===== config.mk =====
export PLATFORM = sky130hd
export DESIGN_NAME = mem_port_arbiter
export DESIGN_NICKNAME = d
export VERILOG_FILES = /design/src/rtl/riscv_bus_pkg.sv /design/src/rtl/arb_rr_pick.sv /design/src/rtl/mem_port_arbiter.sv
export SDC_FILE = /design/constraint.sdc
export NUM_CORES = 1
export LEC_CHECK = 0
export ABC_CLOCK_PERIOD_IN_PS = 6700
export BUFFER_PORTS_ARGS = -buffer_cell sky130_fd_sc_hd__buf_2
export CORE_AREA = 2 2 123 125
export CTS_CLUSTER_DIAMETER = 100
export CTS_CLUSTER_SIZE = 24
export DETAILED_ROUTE_END_ITERATION = 8
export DIE_AREA = 0 0 125 127
export GPL_ROUTABILITY_DRIVEN = 0
export GPL_TIMING_DRIVEN = 0
export MAX_ROUTING_LAYER = met4
export PLACE_DENSITY_LB_ADDON = 0.2
export SYNTH_ARGS = -nofsm -noshare
export SYNTH_HDL_FRONTEND = slang
export SYNTH_SLANG_ARGS = --single-unit

===== constraint.sdc =====
create_clock -name iCLK -period 6.7 [get_ports iCLK]
set_input_delay 1.34 -clock iCLK [delete_from_list [all_inputs] [get_ports iCLK]]
set_output_delay 1.34 -clock iCLK [all_outputs]
set_load 0.02 [all_outputs]

===== src/rtl/riscv_bus_pkg.sv =====
// riscv_bus_pkg: shared encodings and constants for the instruction/data memory-port arbiter
package riscv_bus_pkg;
   localparam logic [1:0] ST_IDLE  = 2'd0;
   localparam logic [1:0] ST_I_ACC = 2'd1;
   localparam logic [1:0] ST_D_ACC = 2'd2;
   localparam logic [1:0] ST_DONE  = 2'd3;
   typedef enum logic [1:0] {
      IDLE  = ST_IDLE,
      I_ACC = ST_I_ACC,
      D_ACC = ST_D_ACC,
      DONE  = ST_DONE
   } arbState_t;
   localparam logic GRANT_I = 1'b0;
   localparam logic GRANT_D = 1'b1;
   localparam logic [3:0] BE_WORD = 4'b1111;
   localparam logic [31:0] ZERO32 = 32'h0000_0000;
endpackage


===== src/rtl/arb_rr_pick.sv =====
// arb_rr_pick: two-way round-robin pick; bit 0 is the instruction side, bit 1 the data side
module arb_rr_pick
   import riscv_bus_pkg::*;
(
   input  logic [1:0] req,
   input  logic       last,
   output logic [1:0] grant
);
   assign grant = (req == 2'b11) ? ((last == GRANT_I) ? 2'b10 : 2'b01) : req;
endmodule


===== src/rtl/mem_port_arbiter.sv =====
// mem_port_arbiter: shares one memory port between the instruction and data buses
// with round-robin arbitration, stall generation and a watchdog that aborts hung accesses
module mem_port_arbiter
   import riscv_bus_pkg::*;
#(
   parameter int TIMEOUT = 16,
   parameter int CNT_W   = 5
) (
   input  logic        iCLK,
   input  logic        iRST,
   input  logic        iIReadEnable,
   input  logic        iIWriteEnable,
   input  logic [3:0]  iIByteEnable,
   input  logic [31:0] iIAddress,
   input  logic [31:0] iIWriteData,
   output logic [31:0] oIReadData,
   output logic        oIReady,
   input  logic        iDReadEnable,
   input  logic        iDWriteEnable,
   input  logic [3:0]  iDByteEnable,
   input  logic [31:0] iDAddress,
   input  logic [31:0] iDWriteData,
   output logic [31:0] oDReadData,
   output logic        oDReady,
   output logic        oMReadEnable,
   output logic        oMWriteEnable,
   output logic [3:0]  oMByteEnable,
   output logic [31:0] oMAddress,
   output logic [31:0] oMWriteData,
   input  logic [31:0] iMReadData,
   input  logic        iMAck,
   output logic        oStall,
   output logic        oBusError
);
   arbState_t state;
   logic [1:0] req, grant;
   logic lastGrant, curSide, latRe, latWe, doneI, doneD;
   logic inAcc, timedOut, finish, setIReady, setDReady;
   logic [3:0] latBe;
   logic [31:0] latAddr, latWdata;
   logic [CNT_W-1:0] wdCnt;

   assign req = {iDReadEnable | iDWriteEnable, iIReadEnable | iIWriteEnable};
   assign inAcc = (state == I_ACC) || (state == D_ACC);
   assign timedOut = inAcc && !iMAck && (wdCnt == CNT_W'(TIMEOUT));
   assign finish = (inAcc && iMAck) || timedOut;
   // a requester that gave up mid-access gets no ready pulse
   assign setIReady = finish && (curSide == GRANT_I) && req[0];
   assign setDReady = finish && (curSide == GRANT_D) && req[1];

   assign oMReadEnable  = inAcc && latRe;
   assign oMWriteEnable = inAcc && latWe;
   assign oMByteEnable  = inAcc ? latBe : 4'b0000;
   assign oMAddress     = inAcc ? latAddr : ZERO32;
   assign oMWriteData   = inAcc ? latWdata : ZERO32;
   assign oStall = (|req) && !((!req[0] || doneI) && (!req[1] || doneD));

   arb_rr_pick uPick (.req(req), .last(lastGrant), .grant(grant));

   always_ff @(posedge iCLK or posedge iRST) begin
      if (iRST) begin
         state      <= IDLE;
         lastGrant  <= GRANT_I;
         curSide    <= GRANT_I;
         latRe      <= 1'b0;
         latWe      <= 1'b0;
         latBe      <= BE_WORD;
         latAddr    <= ZERO32;
         latWdata   <= ZERO32;
         wdCnt      <= '0;
         oIReadData <= ZERO32;
         oDReadData <= ZERO32;
         oIReady    <= 1'b0;
         oDReady    <= 1'b0;
         oBusError  <= 1'b0;
         doneI      <= 1'b0;
         doneD      <= 1'b0;
      end else begin
         oIReady   <= setIReady;
         oDReady   <= setDReady;
         oBusError <= timedOut;
         doneI     <= req[0] && (doneI || setIReady);
         doneD     <= req[1] && (doneD || setDReady);
         case (state)
            IDLE: if (|req) begin
               curSide  <= grant[1];
               state    <= grant[1] ? D_ACC : I_ACC;
               latAddr  <= grant[1] ? iDAddress : iIAddress;
               latWdata <= grant[1] ? iDWriteData : iIWriteData;
               latBe    <= grant[1] ? iDByteEnable : iIByteEnable;
               latWe    <= grant[1] ? iDWriteEnable : iIWriteEnable;
               latRe    <= grant[1] ? (iDReadEnable & ~iDWriteEnable) : (iIReadEnable & ~iIWriteEnable);
               wdCnt    <= '0;
            end
            I_ACC, D_ACC: if (finish) begin
               state <= DONE;
               if ((curSide == GRANT_I) && (timedOut || !latWe))
                  oIReadData <= timedOut ? ZERO32 : iMReadData;
               if ((curSide == GRANT_D) && (timedOut || !latWe))
                  oDReadData <= timedOut ? ZERO32 : iMReadData;
            end else begin
               wdCnt <= wdCnt + 1'b1;
            end
            default: begin
               lastGrant <= curSide;
               state     <= IDLE;
            end
         endcase
      end
   end
endmodule


Word level (Yosys, flattened, before mapping)
Index checks and enable logic that the tools add are counted.

word-level totals
  word-level logic and storage cells = 86
  bits in registers = 148
  output and inout port bits = 138
  bits of input ports = 175

cells by class
  reduce and logical (&&, ||, !) cells = 37
  bitwise logic cells = 7
  add/subtract/negate cells = 1
  equal/unequal tests = 7
  multiplexer cells = 18

operators by type and width
  kind                   count
  $mux W32               5
  $logic_and A1 B1 Y1    15
  $mux W2                5
  $mux W5                2
  $pmux W5 S2            1
  $reduce_and A3 Y1      3
  $mux W4                2
  $logic_or A1 B1 Y1     7
  $ne A2 B2 Y1 const B   3
  $add A5 B1 Y5 const B  1
  $eq A5 B5 Y1 const B   1
  $logic_not A1 Y1       5
  $eq A2 B2 Y1 const B   2
  $pmux W2 S2            1
  $reduce_and A2 Y1      2
  $reduce_or A2 Y1       2
  $not A1 Y1             3
  $reduce_or A3 Y1       1
  $and A1 B1 Y1          2
  $eq A2 B1 Y1 const B   1
  $logic_not A2 Y1       1
  $mux W1                2
  $or A1 B1 Y1           2
  $reduce_bool A2 Y1     1

Longest topological paths before layout
Gate-level depths: netlist of run 1.

  depth after elaboration = 9
  mapped depth = 8
  gate-level depth less buffers = 6

Hierarchy
Synthesis of run 1 repeated with hierarchy kept, for this count alone.

second synthesis, totals
  cells, all modules = 749
  area total of the unflattened synthesis = 7089.3 sq um

by module, submodules not included
  module            area each (sq um)  cells each  instances  seq. area each (sq um)
  mem_port_arbiter  7070.5             746         1          3708.6
  arb_rr_pick       18.8               3           1          0.0

Worst setup path after synthesis of run 1
Ideal clock, no wire load.

  kind = input-to-output
  from = input port iIReadEnable
  to = output port oStall
  path buffers = 0
  arrival time = 1801 ps
  required time = 5360 ps
  path slack = 3559 ps
  stages on the path = 2
  path through = nor2_1 > o22ai_1

on the way
  cells in the longest elaborated chain, start to end = 6
  elaborated cells between the ends (all ways) = 7
  those cells by class = bitwise (1); reduce/logical (6)

ends and longest elaborated chain
  item                     line                    RTL
  start, declared          mem_port_arbiter.sv:11  input logic iIReadEnable,
  $or A1 B1 Y1 (*)         mem_port_arbiter.sv:43  assign req = {iDReadEnable | iDWriteEnable, iIReadEnable | iIWriteEnable};
  $logic_not A1 Y1         mem_port_arbiter.sv:56  assign oStall = (|req) && !((!req[0] || doneI) && (!req[1] || doneD));
  $logic_or A1 B1 Y1       mem_port_arbiter.sv:56
  $logic_and A1 B1 Y1      mem_port_arbiter.sv:56
  $logic_not A1 Y1         mem_port_arbiter.sv:56
  $logic_and A1 B1 Y1 (*)  mem_port_arbiter.sv:56
  end, declared            mem_port_arbiter.sv:32  output logic oStall,

Mark *: on every way between the ends. The rest lies on a longest branch, timed or not.

Worst setup path after layout of run 1
  from = register state[0]
  to = output port oMWriteData[27]

on the way
  cells in the longest elaborated chain, start to end = 3
  elaborated cells between the ends (all ways) = 4
  those cells by class = eq/ne (2); mux (1); reduce/logical (1)

ends and longest elaborated chain
  item                                          line                    RTL
  start, declared                               mem_port_arbiter.sv:35  arbState_t state;
  start signal, assigned                        mem_port_arbiter.sv:87  state <= grant[1] ? D_ACC : I_ACC;
  $eq A2 B1 Y1 or $eq A2 B2 Y1 (tied branches)  mem_port_arbiter.sv:44  assign inAcc = (state == I_ACC) || (state == D_ACC);
  $logic_or A1 B1 Y1 (*)                        mem_port_arbiter.sv:44
  $mux W32 (*)                                  mem_port_arbiter.sv:55  assign oMWriteData = inAcc ? latWdata : ZERO32;
  end, declared                                 mem_port_arbiter.sv:29  output logic [31:0] oMWriteData,

Marks and branches as above.

==> run summary, run 1 <==
CP required: 5.36 ns
r2r worst-path depth: 6
effective utilization at floorplan: 0.467
layout cells sized above 1: 0.404
setup ws final: 2.83 ns
Hold Crit Class: reg -> reg
nets@finish: 1,116
CP arrival: 2.53 ns
largest net degree at the start of global routing: 88
cts repair resizes: 0
maxcap violations: 0
first-pass GRT wire length: 30,300 um
DR top layer: met4
Clock Sink Count: 148
sequential cell area fraction in the yosys report: 0.550
Netlist cell types: 38
Yosys reg bits: 148
met2 WL: 9640 um
Met1 Wirelength: 7880 um
IO Count: 313
R2R Path Start: state[0]
Core ar.: 14,400 um^2
area grow syn2layout: 35.3%
reg2reg setup slack: 4.65 ns
CTS tree: yes
tightest hold margin: 0.462 ns
cell row count: 44
RSZ-0062 raised after global routing: false
main combinational cell family by area after synthesis: compound AO/OA/AOI/OAI gates
mux cell area share after synthesis: 0.104
DRT Pass-1 Iters: 4
Skew-Pair Late Insertion Delay: 0.42 ns
Detailed Place HPWL: 14,700 um
drc violations: 0
syn_area_per_cell: 11.1 um^2
Place WS: 3.22 ns
overall power: 4.88 mW
worst hold path depth: 2
Worst Min Path Start: latBe[2]
CTS Buf Count: 17
pwr dens: 535 nW/um^2
clk_skew: 0.00637 ns
final setup vio count: 0
Worst slew margin: 0.580
leakage power: 4.90 nW
Synth Net Count: 784
worst-path maximum fanout: 10
Final Cycle Share: 0.577
footprint of the multi-input gates: 2760 um^2
compound-gate portion of the synthesized area: 0.170
Synthesis Warnings: 0
Iter 0 DRT Violations: 248
Max clock buf depth: 2
Routed Antenna Nets: 0
final slew viol count: 0
routed wire length: 19,300 um
initial antenna violation count: 0
clk root buf: clkbuf_16
Mapped Cells: 605
die area: 15,900 um^2
maximum VDD drop: 232 uV
grt ovf: 0
Post-Synth XOR/XNOR Area: 0
Post-CTS Setup Bufs: 0
fraction of the mapped netlist area in simple logic gates: 0.129
H-tree depth: 4
outcome: completed
Post-Synth Adder-Cell Area: 0.00743
critical path start-end classification: reg -> out
port bufs: 312
Slew @ Worst Pin: 0.630 ns
Cell Area, Synth: 6740 um^2
die height: 127 um
hold_buf cts: 0
worst r2r dst: doneD
WL/cell: 17.0 um
Startpoint Class: register
Final min period: 3.87 ns
Filler Cell Count: 1,260
total vias in the final route: 5,793
Reg area: 3710 um^2
Vias/cell: 5.10
vias in the first global route: 5,750
CTS clock-pin slew for the worst setup and hold paths: 0.06 ns
gr usage total: 0.252
Endpoint, Worst Hold: latBe[2]
met3 routed WL: 1230 um
Die X: 125 um
maximum clock frequency: 259 MHz
Worst setup EP type: primary output
Fin. Hold Viols: 0
## worst max-delay path: stages, from the launching register on
cell	delay, ns
dfrtp_1	0.38
inv_1	0.06
ha_1	0.38
clkbuf_1	0.52
clkbuf_1	0.38
and2_1	0.22
buf_2	0.17
## kinds of logic (layout without fill, tap and decap cells)
| kind of cell | after synthesis | in the layout |
|---|---|---|
| AOI/OAI and AO/OA | 167 | 167 |
| adders and majority gates | 4 | 4 |
| buffers and inverters | 53 | 398 |
| DFF | 148 | 148 |
| muxes | 70 | 70 |
| other | 0 | 1 |
| and+or+nand+nor | 163 | 163 |
## placed cells by master, fill, tap and decap left out, types with 3 or more instances in the layout
cell	Yosys	layout
dfstp_2	4	4
and2_1	69	69
inv_1	8	7
a31oi_1	3	3
buf_2	12	324
a21oi_1	4	4
inv_6	0	6
nor3_1	3	3
clkbuf_1	20	20
dfrtp_1	144	144
o21ai_0	7	7
mux2i_1	69	69
nor2_1	6	6
buf_4	10	10
clkinv_4	0	5
ha_1	4	4
o21ai_1	73	73
a22o_1	69	69
clkbuf_16	0	17
nand2_1	72	72
a311oi_1	3	3
## worst max path at each step
stage / from / slack [ns] / cells past startpoint / to
6_report: state[0] / 2.83 / 6 / oMWriteData[27]
5_1_grt: state[1] / 2.60 / 6 / oMWriteData[27]
4_1_cts: state[0] / 2.75 / 6 / oMWriteData[27]
3_5_place_dp: state[0] / 3.22 / 6 / oMWriteData[27]
3_3_place_gp: iRST / -0.24 / 2 / latAddr[24]
2_1_floorplan: iRST / 1.39 / 1 / curSide
## routing by layer
layer	track usage	up-vias
met5	-	-
met4	0.0895	0
met3	0.0549	31
met2	0.424	233
met1	0.303	2721
li1	-	2808
## cell usage after synthesis, drive strengths merged
cell type	count	area, um^2
dfrtp	144	3600
o21ai	80	400
nand2	72	270
a22o	69	604
and2	69	432
mux2i	69	691
buf	24	158
clkbuf	20	75.1
inv	8	30.0
nor2	7	28.8
a21oi	6	37.5
nor3	5	47.5
dfstp	4	105
ha	4	50.1
a311oi	3	26.3
a31oi	3	18.8
a21o	2	15.0
nand2b	2	12.5
or2	2	15.0
a22oi	1	7.51
and3	1	6.26
and4bb	1	12.5
clkinv	1	3.75
mux2	1	11.3
nand3	1	5.00
nand4b	1	8.76
nor3b	1	18.8
nor4b	1	8.76
o21a	1	7.51
o22ai	1	6.26
o31ai	1	21.3
## metrics by stage
| step | cell area, um^2 | setup TNS, ns | utilization | cells |
|---|---|---|---|---|
| finish | 9110 | 0 | 0.632 | 1135 |
| global route | 9110 | 0 | 0.632 | 1134 |
| floorplan | 6740 | 0 | - | 605 |
| detailed placement | 8560 | 0 | 0.594 | 1102 |
| CTS | 9110 | 0 | 0.632 | 1134 |
| global placement | 8530 | -32.34 | 0.591 | 1101 |
## state kept, by name, indices dropped and copies added (netlist names)
signal      flops
latAddr        32
latWdata       32
oDReadData     32
oIReadData     32
wdCnt           5
latBe           4
state           2
curSide         1
doneD           1
doneI           1
lastGrant       1
latRe           1
latWe           1
oBusError       1
oDReady         1
oIReady         1
## report_power, final
part           internal (mW)  switching, mW  leakage, nW
clock                  0.483          0.395        0.267
combinational          0.929           1.54         2.79
sequential              1.32          0.215         1.84
total                   2.73           2.15         4.90
## area by class of cell
cell class / instances / area share
Multi-Input combinational cell: 404 / 0.303
Timing Repair Buffer: 313 / 0.174
Tap cell: 184 / 0.0253
Sequential cell: 148 / 0.407
Antenna cell: 1 / 0.000275
Inverter: 9 / 0.00426
Clock inverter: 15 / 0.0136
Clock buffer: 17 / 0.0467
Buffer: 44 / 0.0255
Note: power is estimated with default switching activity, not from simulation.
==> run 2, diff against run 1 <==
Settings changed: ABC_CLOCK_PERIOD_IN_PS 6700 to 4050.
Clock period 6.7 ns to 4.05 ns, I/O delays scaled along.
==> run 2 against run 1 <==
Against the previous run: critical path depth unchanged; utilization grew 0.49 points; design area is 0.77% higher; power is 68% higher; worst hold slack lost 0.0024 ns; first-iteration DRC count up 12%; highest routed layer unchanged.
==> run summary, run 2 (synthesized netlist as in run 1, its figures left out) <==
area grow syn2layout: 36.3%
WP buf/inv: 4 (unchanged)
Iter 0 DRT Violations: 278 (+12%)
Post-CTS Setup Bufs: 0 (unchanged)
Worst setup EP type: primary output
Vias/cell: 5.19 (+1.7%)
commonest non-fill, non-tap cell in the layout: buf_2
leakage power: 4.92 nW (+0.43%)
maximum clock frequency: 299 MHz
clk root buf: clkbuf_16
die height: 127 um (unchanged)
Max clock buf depth: 2 (unchanged)
die area: 15,900 um^2 (unchanged)
Die X: 125 um (unchanged)
clk_skew: 0.00910 ns (+0.00273 ns)
critical path start-end classification: reg -> out
tightest hold margin: 0.460 ns (-0.00239 ns)
Fin. Hold Viols: 0 (unchanged)
worst r2r dst: oDReadData[24]
R2R Path Start: state[1]
CTS tree: yes
drc violations: 0 (unchanged)
setup ws final: 0.706 ns (-2.13 ns)
Final Cycle Share: 0.826
Most Crowded Layer GR: met2
most common cell type on the critical path: clkbuf_1
first-pass GRT wire length: 31,100 um (+2.4%)
CP arrival: 2.53 ns (about the same)
Startpoint Class: register
routed wire length: 19,300 um (+0.18%)
Worst path slowest cell: clkbuf_1
port bufs: 312 (unchanged)
r2r worst-path depth: 6 (unchanged)
Clock Sink Count: 148 (unchanged)
worst hold path depth: 2 (unchanged)
number of diodes: 0 (-1)
CTS Buf Count: 17 (unchanged)
final slew viol count: 0 (unchanged)
cell row count: 44 (unchanged)
DRT Pass-1 Iters: 4 (unchanged)
layout cells sized above 1: 0.404 (about the same)
cts repair resizes: 0 (unchanged)
Routed Antenna Nets: 0 (unchanged)
CP required: 3.24 ns (-2.12 ns)
Worst Min Path Start: latBe[3]
total vias in the final route: 5,894 (+1.7%)
RSZ-0062 raised after global routing: false
setup TNS: 0 ns (unchanged)
gr usage total: 0.256 (+0.00396)
CTS clock-pin slew for the worst setup and hold paths: 0.06 ns (about the same)
Place WS: 1.11 ns (-2.11 ns)
maxcap violations: 0 (unchanged)
IO Count: 313 (unchanged)
commonest non-fill, non-tap cells in the layout: buf_2, dfrtp_1, o21ai_1
cells along the critical path: inv_1 > ha_1 > clkbuf_1 > clkbuf_1 > and2_1 > buf_2
Endpoint, Worst Hold: latBe[3]
WL/cell: 17.0 um (about the same)
worst-path maximum fanout: 10 (unchanged)
largest net degree at the start of global routing: 42 (-52%)
Top delay family on crit path: buffers and inverters
reg2reg setup slack: 2.03 ns (-2.62 ns)
Worst slew margin: 0.503 (-0.0767)
met3 usage: 0.0599 (+0.00503)
Util after Layout: 0.637 (+0.00486)
Slew @ Worst Pin: 0.744 ns (+0.113 ns)
slowest cell delay on critical path: 0.50 ns (-0.02 ns)
Detailed Place HPWL: 14,800 um (+0.70%)
Skew-Pair Late Insertion Delay: 0.42 ns (about the same)
grt ovf: 0 (unchanged)
nets@finish: 1,118 (+0.18%)
H-tree depth: 4 (unchanged)
Core ar.: 14,400 um^2 (unchanged)
maximum VDD drop: 392 uV (+69%)
outcome: completed
pwr dens: 893 nW/um^2 (+67%)
met1 usage: 0.316 (+0.0127)
Final min period: 3.34 ns
hold_buf cts: 0 (unchanged)
final setup vio count: 0 (unchanged)
vias in the first global route: 5,838 (+1.5%)
Hold Crit Class: reg -> reg
met2 Use GR: 0.421 (-0.00320)
effective utilization at floorplan: 0.467 (unchanged)
initial antenna violation count: 0 (unchanged)
==> run 2: cell count changes in the layout (fill, tap and decap cells not counted), sizes merged <==
cell | previous run | this run
clkbuf | 37 | 39
diode | 1 | 0
inv | 14 | 11
clkinv | 8 | 4
clkinvlp | 2 | 5
buf | 337 | 339
bufinv | 0 | 2
==> run 2: report_power, final <==
group          internal, mW  switching (mW)
sequential             2.18           0.347
combinational          1.54            2.57
clock                 0.931           0.636
total                  4.65            3.55
==> run 2: worst max path at each step <==
stage	end	slack, ns	cells past startpoint	from
floorplan	curSide	1.38	1	iRST
global placement	latWdata[23]	0.44	2	iRST
detailed placement	oMWriteData[27]	1.11	6	state[1]
CTS	oMWriteData[27]	0.64	6	state[1]
global route	oMWriteData[27]	0.48	6	state[1]
finish	oMAddress[30]	0.71	6	state[1]
==> run 2: per-layer routing <==
layer  up-vias  routed length [um]
met4         0                 468
met2       248                9600
met3        34                1280
li1       2812                   -
met1      2800                7980
met5         -                   0
==> run 2: worst reg2reg max path, delay by kind of cell (launching register included) <==
kind	cells	cell delay (ns)
and+or+nand+nor	2	0.46
DFF	1	0.38
adders and majority gates	1	0.39
buffers and inverters	2	0.50
AOI/OAI and AO/OA	1	0.24
==> run 2: area by class of cell <==
type,count,area (um^2)
fill,1244,5240
inverter,9,37.5
buffer,44,233
sequential,148,3710
multi-input combinational,404,2760
timing repair buffer,315,1620
clock inverter,13,148
clock buffer,19,443
tap,184,230
==> run 2: stage by stage <==
step	cells	instance area, um^2	power (mW)
after floorplan	605	6740	5.24
after global placement	1101	8530	6.61
after detailed placement	1104	8590	6.68
after CTS	1136	9180	8.28
after global routing	1136	9180	8.76
final	1136	9180	8.20
==> run 3, diff against run 2 <==
Settings changed: ABC_AREA from default to 1, ABC_CLOCK_PERIOD_IN_PS 4050 to 3200, CORE_AREA 2 2 123 125 to 2 2 129 131, DIE_AREA 0 0 125 127 to 0 0 131 133.
Clock period 4.05 ns to 3.2 ns, I/O delays scaled along.
==> run 3 against run 2 <==
Against the previous run: critical path depth grew 1; combinational power grew 45%; flip-flop and latch count is the same; register-to-register slack lost 0.80 ns; synthesized area grew 15%; clock-buffer cell count shrank 2; clock skew shrank 0.0046 ns; power grew 35%; critical path type unchanged; largest power group unchanged.
==> run summary, run 3 <==
Detailed Place HPWL: 16,700 um (+13%)
critical path start-end classification: reg -> out
syn_area_per_cell: 7.36 um^2 (-34%)
Routed Antenna Nets: 0 (unchanged)
CTS clock-pin slew for the worst setup and hold paths: 0.06 ns (about the same)
top cells by count, synth: nand2_1, inv_1, dfrtp_1, nand3_1, o211ai_1
cells along the critical path: inv_1 > ha_1 > buf_2 > clkbuf_1 > nand2_1 > inv_1 > buf_2
Die X: 131 um (+4.8%)
Skew-Pair Late Insertion Delay: 0.43 ns (about the same)
drc violations: 0 (unchanged)
Filler Cell Count: 1,529 (+23%)
top-area cell type share of the netlist area: 0.467 (-0.0678)
Synth Net Count: 1,228 (+57%)
vias in the first global route: 7,430 (+27%)
Mapped Cells: 1,049 (+73%)
Final Cycle Share: 0.914
placed insts: 1,585 (+44%)
CTS tree: yes
mux cell area share after synthesis: 0 (-0.104)
Slew @ Worst Pin: 0.569 ns (-0.174 ns)
initial antenna violation count: 0 (unchanged)
worst-path maximum fanout: 10 (unchanged)
hold_buf cts: 0 (unchanged)
Vias/cell: 4.73 (-8.8%)
cts repair resizes: 0 (unchanged)
outcome: completed
slowest cell delay on critical path: 0.49 ns (about the same)
Post-Synth XOR/XNOR Area: 0.00114 (+0.00114)
total vias in the final route: 7,655 (+30%)
commonest non-fill, non-tap cells in the layout: nand2_1, buf_2, inv_1
effective utilization at floorplan: 0.477 (+0.0100)
Worst slew margin: 0.621 (+0.117)
CTS Buf Count: 17 (unchanged)
Post-CTS Setup Bufs: 0 (unchanged)
Place WS: 0.682 ns (-0.427 ns)
fraction of the mapped netlist area in simple logic gates: 0.299 (+0.171)
commonest non-fill, non-tap cell in the layout: nand2_1
Core ar.: 16,200 um^2 (+12%)
number of diodes: 0 (unchanged)
die height: 133 um (+4.7%)
Post-Synth Adder-Cell Area: 0.00649 (-0.000942)
cell taking the most area after synthesis: dfrtp_1
leakage power: 6.66 nW (+35%)
maximum VDD drop: 504 uV (+28%)
first-pass GRT wire length: 35,000 um (+13%)
Final min period: 2.92 ns
Worst setup EP type: primary output
Synthesis Warnings: 0 (unchanged)
asr flop ratio synth: 1.00 (unchanged)
grt ovf: 0 (unchanged)
Fin. Hold Viols: 0 (unchanged)
WL/cell: 13.5 um (-20%)
most frequent cell after synthesis: nand2_1
nets@finish: 1,563 (+40%)
Startpoint Class: register
H-tree depth: 4 (unchanged)
Iter 0 DRT Violations: 398 (+43%)
DRT Pass-1 Iters: 7 (+3)
cell row count: 47 (+6.8%)
maximum clock frequency: 342 MHz
Util after Layout: 0.631 (-0.00545)
IO Count: 313 (unchanged)
clk_skew: 0.00453 ns (-0.00457 ns)
die area: 17,400 um^2 (+9.8%)
setup ws final: 0.275 ns (-0.431 ns)
port bufs: 312 (unchanged)
Post-Layout Cell Count: 1,617 (+42%)
area grow syn2layout: 32.3%
Top delay family on crit path: buffers and inverters
CP arrival: 2.28 ns (-0.25 ns)
Worst path slowest cell: clkbuf_1
pwr dens: 1090 nW/um^2 (+22%)
WP buf/inv: 5 (+1)
final setup vio count: 0 (unchanged)
sequential cell area fraction in the yosys report: 0.481 (-0.0698)
Clock Sink Count: 148 (unchanged)
top cells by area, synth: dfrtp_1, nand2_1, inv_1, o211ai_1, nand3_1
Netlist cell types: 29 (-24%)
layout cells sized above 1: 0.296 (-0.108)
Hold Crit Class: in -> async
RSZ-0062 raised after global routing: false
Cell Area, Synth: 7720 um^2 (+15%)
routed wire length: 21,900 um (+13%)
final slew viol count: 0 (unchanged)
Top FF cell, synth: dfrtp_1
Yosys reg bits: 148 (unchanged)
Post-synth EDFFs: 0 (unchanged)
gr usage total: 0.265 (+0.00860)
clk root buf: clkbuf_16
compound-gate portion of the synthesized area: 0.0751 (-0.0948)
maxcap violations: 0 (unchanged)
CP required: 2.56 ns (-0.68 ns)
largest net degree at the start of global routing: 43 (+2.4%)
main combinational cell family by area after synthesis: simple AND/OR/NAND/NOR gates
Max clock buf depth: 2 (unchanged)
[run 3: area by class of cell]
type	count	area, um^2	share of cell area
multi-input combinational	654	2950	0.289
sequential	148	3710	0.363
inverter	188	709	0.0695
clock inverter	15	146	0.0143
timing repair buffer	316	1640	0.161
tap	220	275	0.0270
clock buffer	17	425	0.0417
buffer	59	357	0.0349
[run 3: worst paths after layout]
| check | startpoint | to | slack, ns | cells past startpoint |
|---|---|---|---|---|
| worst min-delay path | iRST | latWdata[1] | 0.1 | 2 |
| min in group iCLK | iDAddress[11] | latAddr[11] | 0.46 | 3 |
| worst max register to register | state[1] | latWdata[9] | 1.23 | 7 |
| max in group asynchronous | iRST | latBe[0] | 2.33 | 4 |
| worst max-delay path | state[1] | oMAddress[30] | 0.28 | 7 |
| worst min register to register | latBe[1] | latBe[1] | 0.47 | 2 |
[run 3: metrics by stage]
| step | cell area (um^2) | hold slack (ns) | setup TNS (ns) | power [mW] |
|---|---|---|---|---|
| 2_1_floorplan | 7720 | 0.447 | 0 | 7.16 |
| 5_1_grt | 10200 | 0.0958 | 0 | 11.9 |
| 3_5_place_dp | 9640 | 0.461 | 0 | 9.19 |
| 4_1_cts | 10200 | 0.0791 | 0 | 11.2 |
| 3_3_place_gp | 9560 | 0.456 | -37.62 | 9.10 |
| 6_report | 10200 | 0.0952 | 0 | 11.1 |
[run 3: kinds of logic (layout without fill, tap and decap cells)]
| logic type | count (synthesis) | in the layout |
|---|---|---|
| AND/OR/NAND/NOR | 570 | 570 |
| adder cells (fa/ha/maj) | 4 | 4 |
| XOR/XNOR | 1 | 1 |
| AO/OA/AOI/OAI | 79 | 79 |
| flip-flops | 148 | 148 |
| buffers and inverters | 247 | 595 |
[run 3: report_power, final]
part | internal [mW] | switching (mW) | total (mW) | leakage (nW)
logic | 1.89 | 4.05 | 5.95 | 4.52
registers | 2.73 | 0.470 | 3.21 | 1.87
clock network | 1.09 | 0.855 | 1.94 | 0.269
[run 3: metal layers]
layer / global-route usage / vias up / part of all wire
li1: - / 3848 / -
met3: 0.0566 / 46 / 0.067
met5: - / - / 0
met1: 0.322 / 3463 / 0.42
met2: 0.432 / 298 / 0.49
met4: 0.0993 / 0 / 0.027
